File: src/rtl/seq_divider.sv
// rtl/seq_divider.sv - multi-cycle restoring divider for RV32M DIV/DIVU/REM/REMU
// Signed ops divide magnitudes and fix the signs afterwards; zero divisor and overflow bypass the loop.
module seq_divider #(
  parameter int WIDTH = 32,
  localparam int CNT_W = $clog2(WIDTH) + 1
) (
  input  logic             clk,
  input  logic             rst_n,
  input  logic             flush,
  input  logic             in_valid,
  output logic             in_ready,
  input  logic [1:0]       op,
  input  logic [WIDTH-1:0] dividend,
  input  logic [WIDTH-1:0] divisor,
  output logic             out_valid,
  input  logic             out_ready,
  output logic [WIDTH-1:0] result,
  output logic             div_by_zero
);

  typedef enum logic [1:0] {IDLE, CALC, FIX, DONE} state_t;

  localparam logic [WIDTH-1:0] MIN_NEG = {1'b1, {(WIDTH-1){1'b0}}};
  localparam logic [CNT_W-1:0] LAST    = CNT_W'(WIDTH - 1);

  state_t           state;
  logic             op_rem;
  logic             q_neg;
  logic             r_neg;
  logic [WIDTH-1:0] rem_q;
  logic [WIDTH-1:0] quo_q;
  logic [WIDTH-1:0] dsr_q;
  logic [CNT_W-1:0] cnt;

  logic             sa;
  logic             sb;
  logic [WIDTH-1:0] abs_a;
  logic [WIDTH-1:0] abs_b;
  logic             is_zero;
  logic             is_ovf;
  logic [WIDTH:0]   shifted;
  logic [WIDTH:0]   trial;
  logic             borrow;
  logic [WIDTH-1:0] q_fix;
  logic [WIDTH-1:0] r_fix;

  // op[0] set means unsigned: operands are never treated as negative
  assign sa      = dividend[WIDTH-1] & ~op[0];
  assign sb      = divisor[WIDTH-1] & ~op[0];
  assign abs_a   = sa ? -dividend : dividend;
  assign abs_b   = sb ? -divisor : divisor;
  assign is_zero = (divisor == '0);
  assign is_ovf  = ~op[0] && (dividend == MIN_NEG) && (divisor == '1);

  // Partial remainder is always below the divisor, so WIDTH+1 bits hold the trial and its borrow
  assign shifted = {rem_q, quo_q[WIDTH-1]};
  assign trial   = shifted - {1'b0, dsr_q};
  assign borrow  = trial[WIDTH];

  assign q_fix = q_neg ? -quo_q : quo_q;
  assign r_fix = r_neg ? -rem_q : rem_q;

  always_ff @(posedge clk or negedge rst_n) begin
    if (!rst_n) begin
      state       <= IDLE;
      in_ready    <= 1'b1;
      out_valid   <= 1'b0;
      result      <= '0;
      div_by_zero <= 1'b0;
      op_rem      <= 1'b0;
      q_neg       <= 1'b0;
      r_neg       <= 1'b0;
      rem_q       <= '0;
      quo_q       <= '0;
      dsr_q       <= '0;
      cnt         <= '0;
    end else if (flush) begin
      state     <= IDLE;
      in_ready  <= 1'b1;
      out_valid <= 1'b0;
      cnt       <= '0;
    end else begin
      case (state)
        IDLE: begin
          if (in_valid && in_ready) begin
            op_rem   <= op[1];
            q_neg    <= sa ^ sb;
            r_neg    <= sa;
            rem_q    <= '0;
            quo_q    <= abs_a;
            dsr_q    <= abs_b;
            cnt      <= '0;
            in_ready <= 1'b0;
            if (is_zero) begin
              result      <= op[1] ? dividend : '1;
              div_by_zero <= 1'b1;
              out_valid   <= 1'b1;
              state       <= DONE;
            end else if (is_ovf) begin
              result      <= op[1] ? '0 : dividend;
              div_by_zero <= 1'b0;
              out_valid   <= 1'b1;
              state       <= DONE;
            end else begin
              state <= CALC;
            end
          end
        end
        CALC: begin
          quo_q <= {quo_q[WIDTH-2:0], ~borrow};
          rem_q <= borrow ? shifted[WIDTH-1:0] : trial[WIDTH-1:0];
          cnt   <= cnt + CNT_W'(1);
          if (cnt == LAST) state <= FIX;
        end
        FIX: begin
          result      <= op_rem ? r_fix : q_fix;
          div_by_zero <= 1'b0;
          out_valid   <= 1'b1;
          state       <= DONE;
        end
        DONE: begin
          if (out_ready) begin
            out_valid <= 1'b0;
            in_ready  <= 1'b1;
            state     <= IDLE;
          end
        end
        default: state <= IDLE;
      endcase
    end
  end

endmodule
File: config.mk
export PLATFORM = sky130hd
export DESIGN_NAME = seq_divider
export DESIGN_NICKNAME = d
export VERILOG_FILES = /design/src/rtl/seq_divider.sv
export SDC_FILE = /design/constraint.sdc
export NUM_CORES = 1
export LEC_CHECK = 0
export BUFFER_PORTS_ARGS = -buffer_cell sky130_fd_sc_hd__buf_2
export CAP_MARGIN = 25
export CORE_MARGIN = 3
export CORE_UTILIZATION = 55
export DETAILED_ROUTE_END_ITERATION = 6
export GPL_ROUTABILITY_DRIVEN = 0
export GPL_TIMING_DRIVEN = 0
export PLACE_DENSITY_LB_ADDON = 0.1
export SLEW_MARGIN = 20
export SYNTH_ARGS = -nofsm -noshare
export SYNTH_HDL_FRONTEND = slang
export SYNTH_SLANG_ARGS = --single-unit
File: constraint.sdc
create_clock -name clk -period 3.06 [get_ports clk]
set_input_delay 0.153 -clock clk [delete_from_list [all_inputs] [get_ports clk]]
set_output_delay 0.153 -clock clk [all_outputs]
set_load 0.01 [all_outputs]
==> results of run 1 <==
per-stage QoR:
| stage | instances | util [%] | hold WS, ns | TNS, ns | setup slack [ns] |
|---|---|---|---|---|---|
| floorplan | 1455 | - | -0.143 | 0 | 0.147 |
| global placement | 1825 | 61.5 | 0.459 | -46.04 | -0.706 |
| detailed placement | 1826 | 61.7 | 0.0637 | -23.27 | -0.737 |
| CTS | 1866 | 65.8 | 0.0224 | 0 | 0.00514 |
| global route | 1862 | 66.3 | 0.0522 | -1.30 | -0.0900 |
| finish | 1862 | 66.3 | 0.0149 | 0 | 0.0550 |
cell type report:
type	instances	area share, %
Timing Repair Buffer	117	5.21
Clock buffer	22	3.61
Clock inverter	10	1.05
Inverter	61	1.74
Multi-Input combinational cell	1171	56.2
Sequential cell	142	27.1
Buffer	74	2.64
Tap cell	265	2.52
worst min-delay path: stages:
cell and delay [ns]:
buf_2 0.09, a21oi_1 0.06, o21bai_1 0.12
per-layer routing:
metal | GRT usage [%] | part of all wire, % | vias to the layer above
li1 | - | - | 5425
met1 | 40.7 | 42 | 5229
met2 | 52.1 | 46 | 575
met3 | 5.00 | 7.7 | 120
met4 | 13.6 | 4.8 | 0
met5 | 0 | 0 | -
cell families (layout without fill, tap and decap cells):
| family | Yosys count | count (layout) |
|---|---|---|
| AND/OR/NAND/NOR | 468 | 468 |
| AO/OA/AOI/OAI | 461 | 461 |
| XOR/XNOR | 144 | 144 |
| flip-flops | 142 | 142 |
| buffers and inverters | 142 | 284 |
| adder cells (fa/ha/maj) | 61 | 61 |
| multiplexers | 37 | 37 |
state kept, by name (all words and copies together) (netlist names):
name,flops
cnt,6
out_valid,1
op_rem,1
quo_q,32
q_neg,1
rem_q,32
state,2
div_by_zero,1
r_neg,1
in_ready,1
result,32
dsr_q,32
placed cells by master, fill, tap and decap left out, drive strengths merged, types with 13 or more instances in the layout:
| cell | instances |
|---|---|
| ha | 42 |
| nand3 | 19 |
| mux2i | 37 |
| nand2b | 14 |
| clkbuf | 81 |
| nand2 | 220 |
| xnor2 | 70 |
| inv | 60 |
| o41ai | 18 |
| a21o | 15 |
| dfrtp | 141 |
| o21ai | 201 |
| nor3 | 25 |
| nor2 | 100 |
| or4 | 13 |
| a211oi | 16 |
| or3 | 18 |
| maj3 | 18 |
| xor2 | 74 |
| o31ai | 30 |
| nand4 | 18 |
| buf | 130 |
| a21oi | 118 |
timing repair:
| action | 4_1_cts | 5_1_grt |
|---|---|---|
| resized for setup | 22 | 28 |
| setup endpoints to repair | 46 | 43 |
| hold buffers | 1 | 0 |
| pin swaps | 4 | 5 |
| cloned | 1 | 0 |
| endpoints found under the hold margin | 44 | 0 |
| setup buffers | 6 | 3 |
power groups by stage:
stage               Clock, mW  Sequential, mW  Combinational, mW
floorplan                   0            3.32               6.18
global placement            0            3.42               8.11
detailed placement          0            3.45               8.26
CTS                      2.17            3.44               8.89
global route             2.26            3.59               10.2
finish                   2.17            3.50               9.26
worst max path at each step:
| stage | start | endpoint | slack, ns |
|---|---|---|---|
| after floorplan | quo_q[31] | rem_q[26] | 0.15 |
| after global placement | quo_q[31] | rem_q[26] | -0.71 |
| after detailed placement | quo_q[31] | rem_q[29] | -0.74 |
| after CTS | quo_q[31] | rem_q[13] | 0.005 |
| after global routing | rem_q[12] | rem_q[21] | -0.09 |
| final | rem_q[12] | rem_q[21] | 0.05 |
==> flow_summary.json, run 1 <==
{
  "async_flop_share_pct": 100,
  "antenna_cells": 0,
  "worstPathRequired_ns": 3.35,
  "avgSynthCellArea_um2": 7.80,
  "grt_max_degree": 99,
  "synth.mux.area_fraction_pct": 3.27,
  "drtIter0Drc": 1236,
  "grt_pass1_vias": 10742,
  "synth_xor_area_share_pct": 11.2,
  "cap_violations": 0,
  "synth_top_area_cell": "dfrtp_1",
  "synthAdderAreaFrac_pct": 6.40,
  "yosys.area_share.simple_pct": 19.0,
  "setup_viol": 0,
  "power.density_nw_per_um2": 1140,
  "dr.pass1.iters": 7,
  "max-vdd-ir-drop_mv": 0.494,
  "io_pins": 106,
  "worstSetupPathType": "flop to flop",
  "cp_slowest_cell": "dfrtp_1",
  "routed_wl_mm": 35.3,
  "synth-compound-area-share_pct": 23.9,
  "clkPwrFrac_pct": 14.6,
  "total_power_mw": 14.9,
  "hold_viol": 0,
  "reg2reg_setup_slack_ns": 0.05,
  "synth-edff-count": 0,
  "dpl-instance-area_um2": 12200,
  "clock-sinks": 142,
  "syn_area_um2": 11300,
  "cts_buffer_depth": 2,
  "drtAntennaViolNets": 0,
  "wl_per_cell_um": 18.9,
  "status": "completed",
  "cp_cell_sequence": "ha_1 -> a21oi_1 -> nor3b_1 -> o211ai_1 -> a21boi_1 -> a311oi_2 -> o21ai_2 -> xor2_4 -> bufbuf_16 -> mux2i_1 -> o21ai_0",
  "portBuffers": 105,
  "worst_path_largest_cell_delay_ns": 0.48,
  "hold_end": "in_ready",
  "ys.flop_type": "dfrtp_1",
  "hpwl_mm": 26.8,
  "ff_latch_area_um2": 3560,
  "seqPwrFrac_pct": 23.4,
  "power.net_switching_mw": 7.03,
  "dieHeight_um": 150,
  "start_kind": "flop",
  "tightestPinTransition_ns": 0.945,
  "cts_tree": "done",
  "power.internal_mw": 7.91,
  "synth.most_common_cell": "nand2_1",
  "ys_top_cells_by_area": "dfrtp_1 (31%), o21ai_0 (7.6%), nand2_1 (7.3%), xor2_1 (5.6%), xnor2_1 (5.4%)",
  "synth.top_cell.area_share_pct": 31.1,
  "path_max_fanout": 8,
  "min_period_ns": 3.01,
  "drive_above_1_share_pct": 13.1,
  "die_w_um": 150,
  "antenna_found_initial": 0,
  "hold_depth": 3,
  "crit_arrival_ns": 3.29,
  "nFillCells": 1791,
  "synthCells": 1455,
  "ys_top_cells_by_count": "nand2_1 (220), o21ai_0 (172), dfrtp_1 (141)",
  "crit_family": "compound AO/OA/AOI/OAI gates",
  "initial_core_util_pct": 57.2,
  "synth_nets": 1569,
  "yosys_warnings": 0,
  "r2r_end": "rem_q[21]",
  "track_usage_pct": 31.4,
  "worstSetupEndpointType": "flop",
  "hp-start": "out_ready",
  "fin_crit_sh_pct": 98.2,
  "cp_num_buf_inv": 1,
  "cts.htree.levels": 4,
  "clk_latency_ns": 0.44,
  "area_growth_pct": 16.0,
  "p_leak_nw": 5.75,
  "synth_top_family_by_area": "compound AO/OA/AOI/OAI gates",
  "rr_worst_depth": 11,
  "p_sw_share_pct": 47.0,
  "hold_class": "input port to flop",
  "combPwrFrac_pct": 62.0,
  "final_cell_area_um2": 13200,
  "ys_types": 71,
  "skew_ns": 0.0118,
  "vias": 11349,
  "cp_num_cells": 11,
  "core_um2": 19800,
  "clockRootBuffer": "clkbuf_16",
  "clkTransAtPathRegs_ns": 0.06,
  "grt.overflow.total": 0,
  "multi_input_area_um2": 7390,
  "relSlewSlack_pct": 36.4,
  "max_freq_ghz": 0.333,
  "fin_nets": 1698,
  "cts_buffers": 17,
  "dieArea_um2": 22400,
  "finalMaxSlewViolations": 0,
  "viasPerCell": 6.10,
  "r2r_start": "rem_q[12]",
  "synth-seq-area-share_pct": 31.3,
  "num_rows": 51,
  "post-route-drc-count": 0,
  "grt_first_pass_wirelength_mm": 55.5,
  "synth-seq-cells": 142
}
Note: power is estimated with default switching activity, not from simulation.
==> run 2: changes to the inputs <==
==> constraint.sdc (replaced) <==
create_clock -name clk -period 3.15 [get_ports clk]
set_input_delay 0.1575 -clock clk [delete_from_list [all_inputs] [get_ports clk]]
set_output_delay 0.1575 -clock clk [all_outputs]
set_load 0.01 [all_outputs]
==> flow_summary.json, run 2 (synthesized netlist as in run 1, its figures left out) <==
{
  "dieArea_um2": 22400,
  "fin_tns_setup_ns": 0,
  "final_cell_area_um2": 13100,
  "p_leak_nw": 5.74,
  "cp_cell_sequence": "clkbuf_1 -> nor4_2 -> nand4_1 -> or4_1 -> or2_1 -> o41ai_1 -> xor2_1 -> nor2_1 -> a211oi_2 -> o21ai_1",
  "cts_buffer_depth": 2,
  "cp_slowest_cell": "or4_1",
  "grt.overflow.total": 0,
  "gr-max-usage-layer": "met2",
  "grtUsageMet1_pct": 40.8,
  "tightestPinTransition_ns": 0.942,
  "drive_above_1_share_pct": 12.7,
  "hold_class": "input port to flop",
  "num_rows": 51,
  "worstPathRequired_ns": 3.47,
  "dieHeight_um": 150,
  "vias": 11316,
  "min_period_ns": 3.03,
  "drtAntennaViolNets": 0,
  "ff_latch_area_um2": 3560,
  "routed_wl_mm": 35.0,
  "path_max_fanout": 7,
  "grtUsageMet2_pct": 52.0,
  "dr.pass1.iters": 5,
  "io_pins": 106,
  "skew_ns": 0.00944,
  "cap_violations": 0,
  "max_freq_ghz": 0.330,
  "power.density_nw_per_um2": 1100,
  "final_common_cell": "nand2_1",
  "dpl-instance-area_um2": 12200,
  "cts.htree.levels": 4,
  "post-route-drc-count": 0,
  "relSlewSlack_pct": 36.6,
  "clock-sinks": 142,
  "grt_pass1_vias": 10715,
  "clk_latency_ns": 0.43,
  "max-vdd-ir-drop_mv": 0.526,
  "finalMaxSlewViolations": 0,
  "clkTransAtPathRegs_ns": 0.06,
  "portBuffers": 105,
  "track_usage_pct": 31.3,
  "hpwl_mm": 26.8,
  "fin_crit_sh_pct": 96.1,
  "nFillCells": 1790,
  "clockRootBuffer": "clkbuf_16",
  "core_um2": 19800,
  "multi_input_area_um2": 7360,
  "start_kind": "flop",
  "holdWs_ns": 0.0218,
  "final_cell_mix": "nand2_1 (219), o21ai_0 (170), dfrtp_1 (139), a21oi_1 (117), buf_2 (111)",
  "fin_nets": 1701,
  "grt_first_pass_wirelength_mm": 55.4,
  "antenna_cells": 0,
  "worstSetupPathType": "flop to flop",
  "drtIter0Drc": 1260,
  "viasPerCell": 6.07,
  "cts_buffers": 17,
  "setup_viol": 0,
  "status": "completed",
  "reg2reg_setup_slack_ns": 0.12,
  "worst_path_largest_cell_delay_ns": 0.49,
  "grtUsageMet3_pct": 5.00,
  "hold_viol": 0,
  "antenna_found_initial": 0,
  "grt_max_degree": 99,
  "cts_tree": "done",
  "worstSetupEndpointType": "flop",
  "die_w_um": 150,
  "area_growth_pct": 15.7,
  "wl_per_cell_um": 18.8,
  "initial_core_util_pct": 57.2,
  "crit_arrival_ns": 3.34
}
-- run 2: repair_timing --
item                                    in CTS  in global routing
endpoints found under the hold margin       44                  0
cloned                                       1                  0
hold buffers                                 1                  0
endpoints found under the setup margin      36                 46
resized for setup                           14                 29
pin swaps                                    3                  5
setup buffers                                4                  5
-- run 2: power breakdown --
part / leakage (nW) / internal, mW / switching [mW] / total [mW]
Clock: 0.296 / 1.31 / 0.806 / 2.11
Combinational: 3.63 / 3.75 / 5.16 / 8.91
Sequential: 1.82 / 2.56 / 0.821 / 3.38
-- run 2: final cells by class --
| type | instances | area share, % |
|---|---|---|
| sequential | 142 | 27.1 |
| tap | 265 | 2.53 |
| clock inverter | 10 | 1.05 |
| inverter | 61 | 1.74 |
| buffer | 77 | 2.66 |
| clock buffer | 22 | 3.61 |
| multi-input combinational | 1171 | 56.1 |
| timing repair buffer | 117 | 5.22 |
-- run 2: critical path: cells and delay by family (launching register included) --
family	cells	cell delay [ns]
simple gates	5	1.40
compound gates	3	0.71
buf+inv	1	0.20
flops	1	0.39
xor+xnor	1	0.21
-- run 2: layer usage --
metal	vias up	share of wire, %
met5	-	0
met4	0	4.3
met3	103	7.8
met2	543	46
met1	5237	42
li1	5433	-
-- run 2: per-stage QoR --
step | power [mW] | util, % | std cells | setup slack (ns)
after floorplan | 9.23 | - | 1455 | 0.237
after global placement | 11.2 | 61.5 | 1825 | -0.616
after detailed placement | 11.4 | 61.7 | 1826 | -0.647
after CTS | 14.0 | 65.5 | 1864 | 0.0216
after global routing | 15.5 | 66.1 | 1865 | -0.00590
final | 14.4 | 66.1 | 1865 | 0.124
-- run 2: worst paths after layout --
kind,startpoint,endpoint,depth (start not counted)
max,rem_q[8],result[31],10
min,out_ready,in_ready,3
max reg2reg,rem_q[8],result[31],10
min reg2reg,result[15],result[15],2
max in group asynchronous,rst_n,rem_q[6],3
min in group asynchronous,rst_n,result[4],2
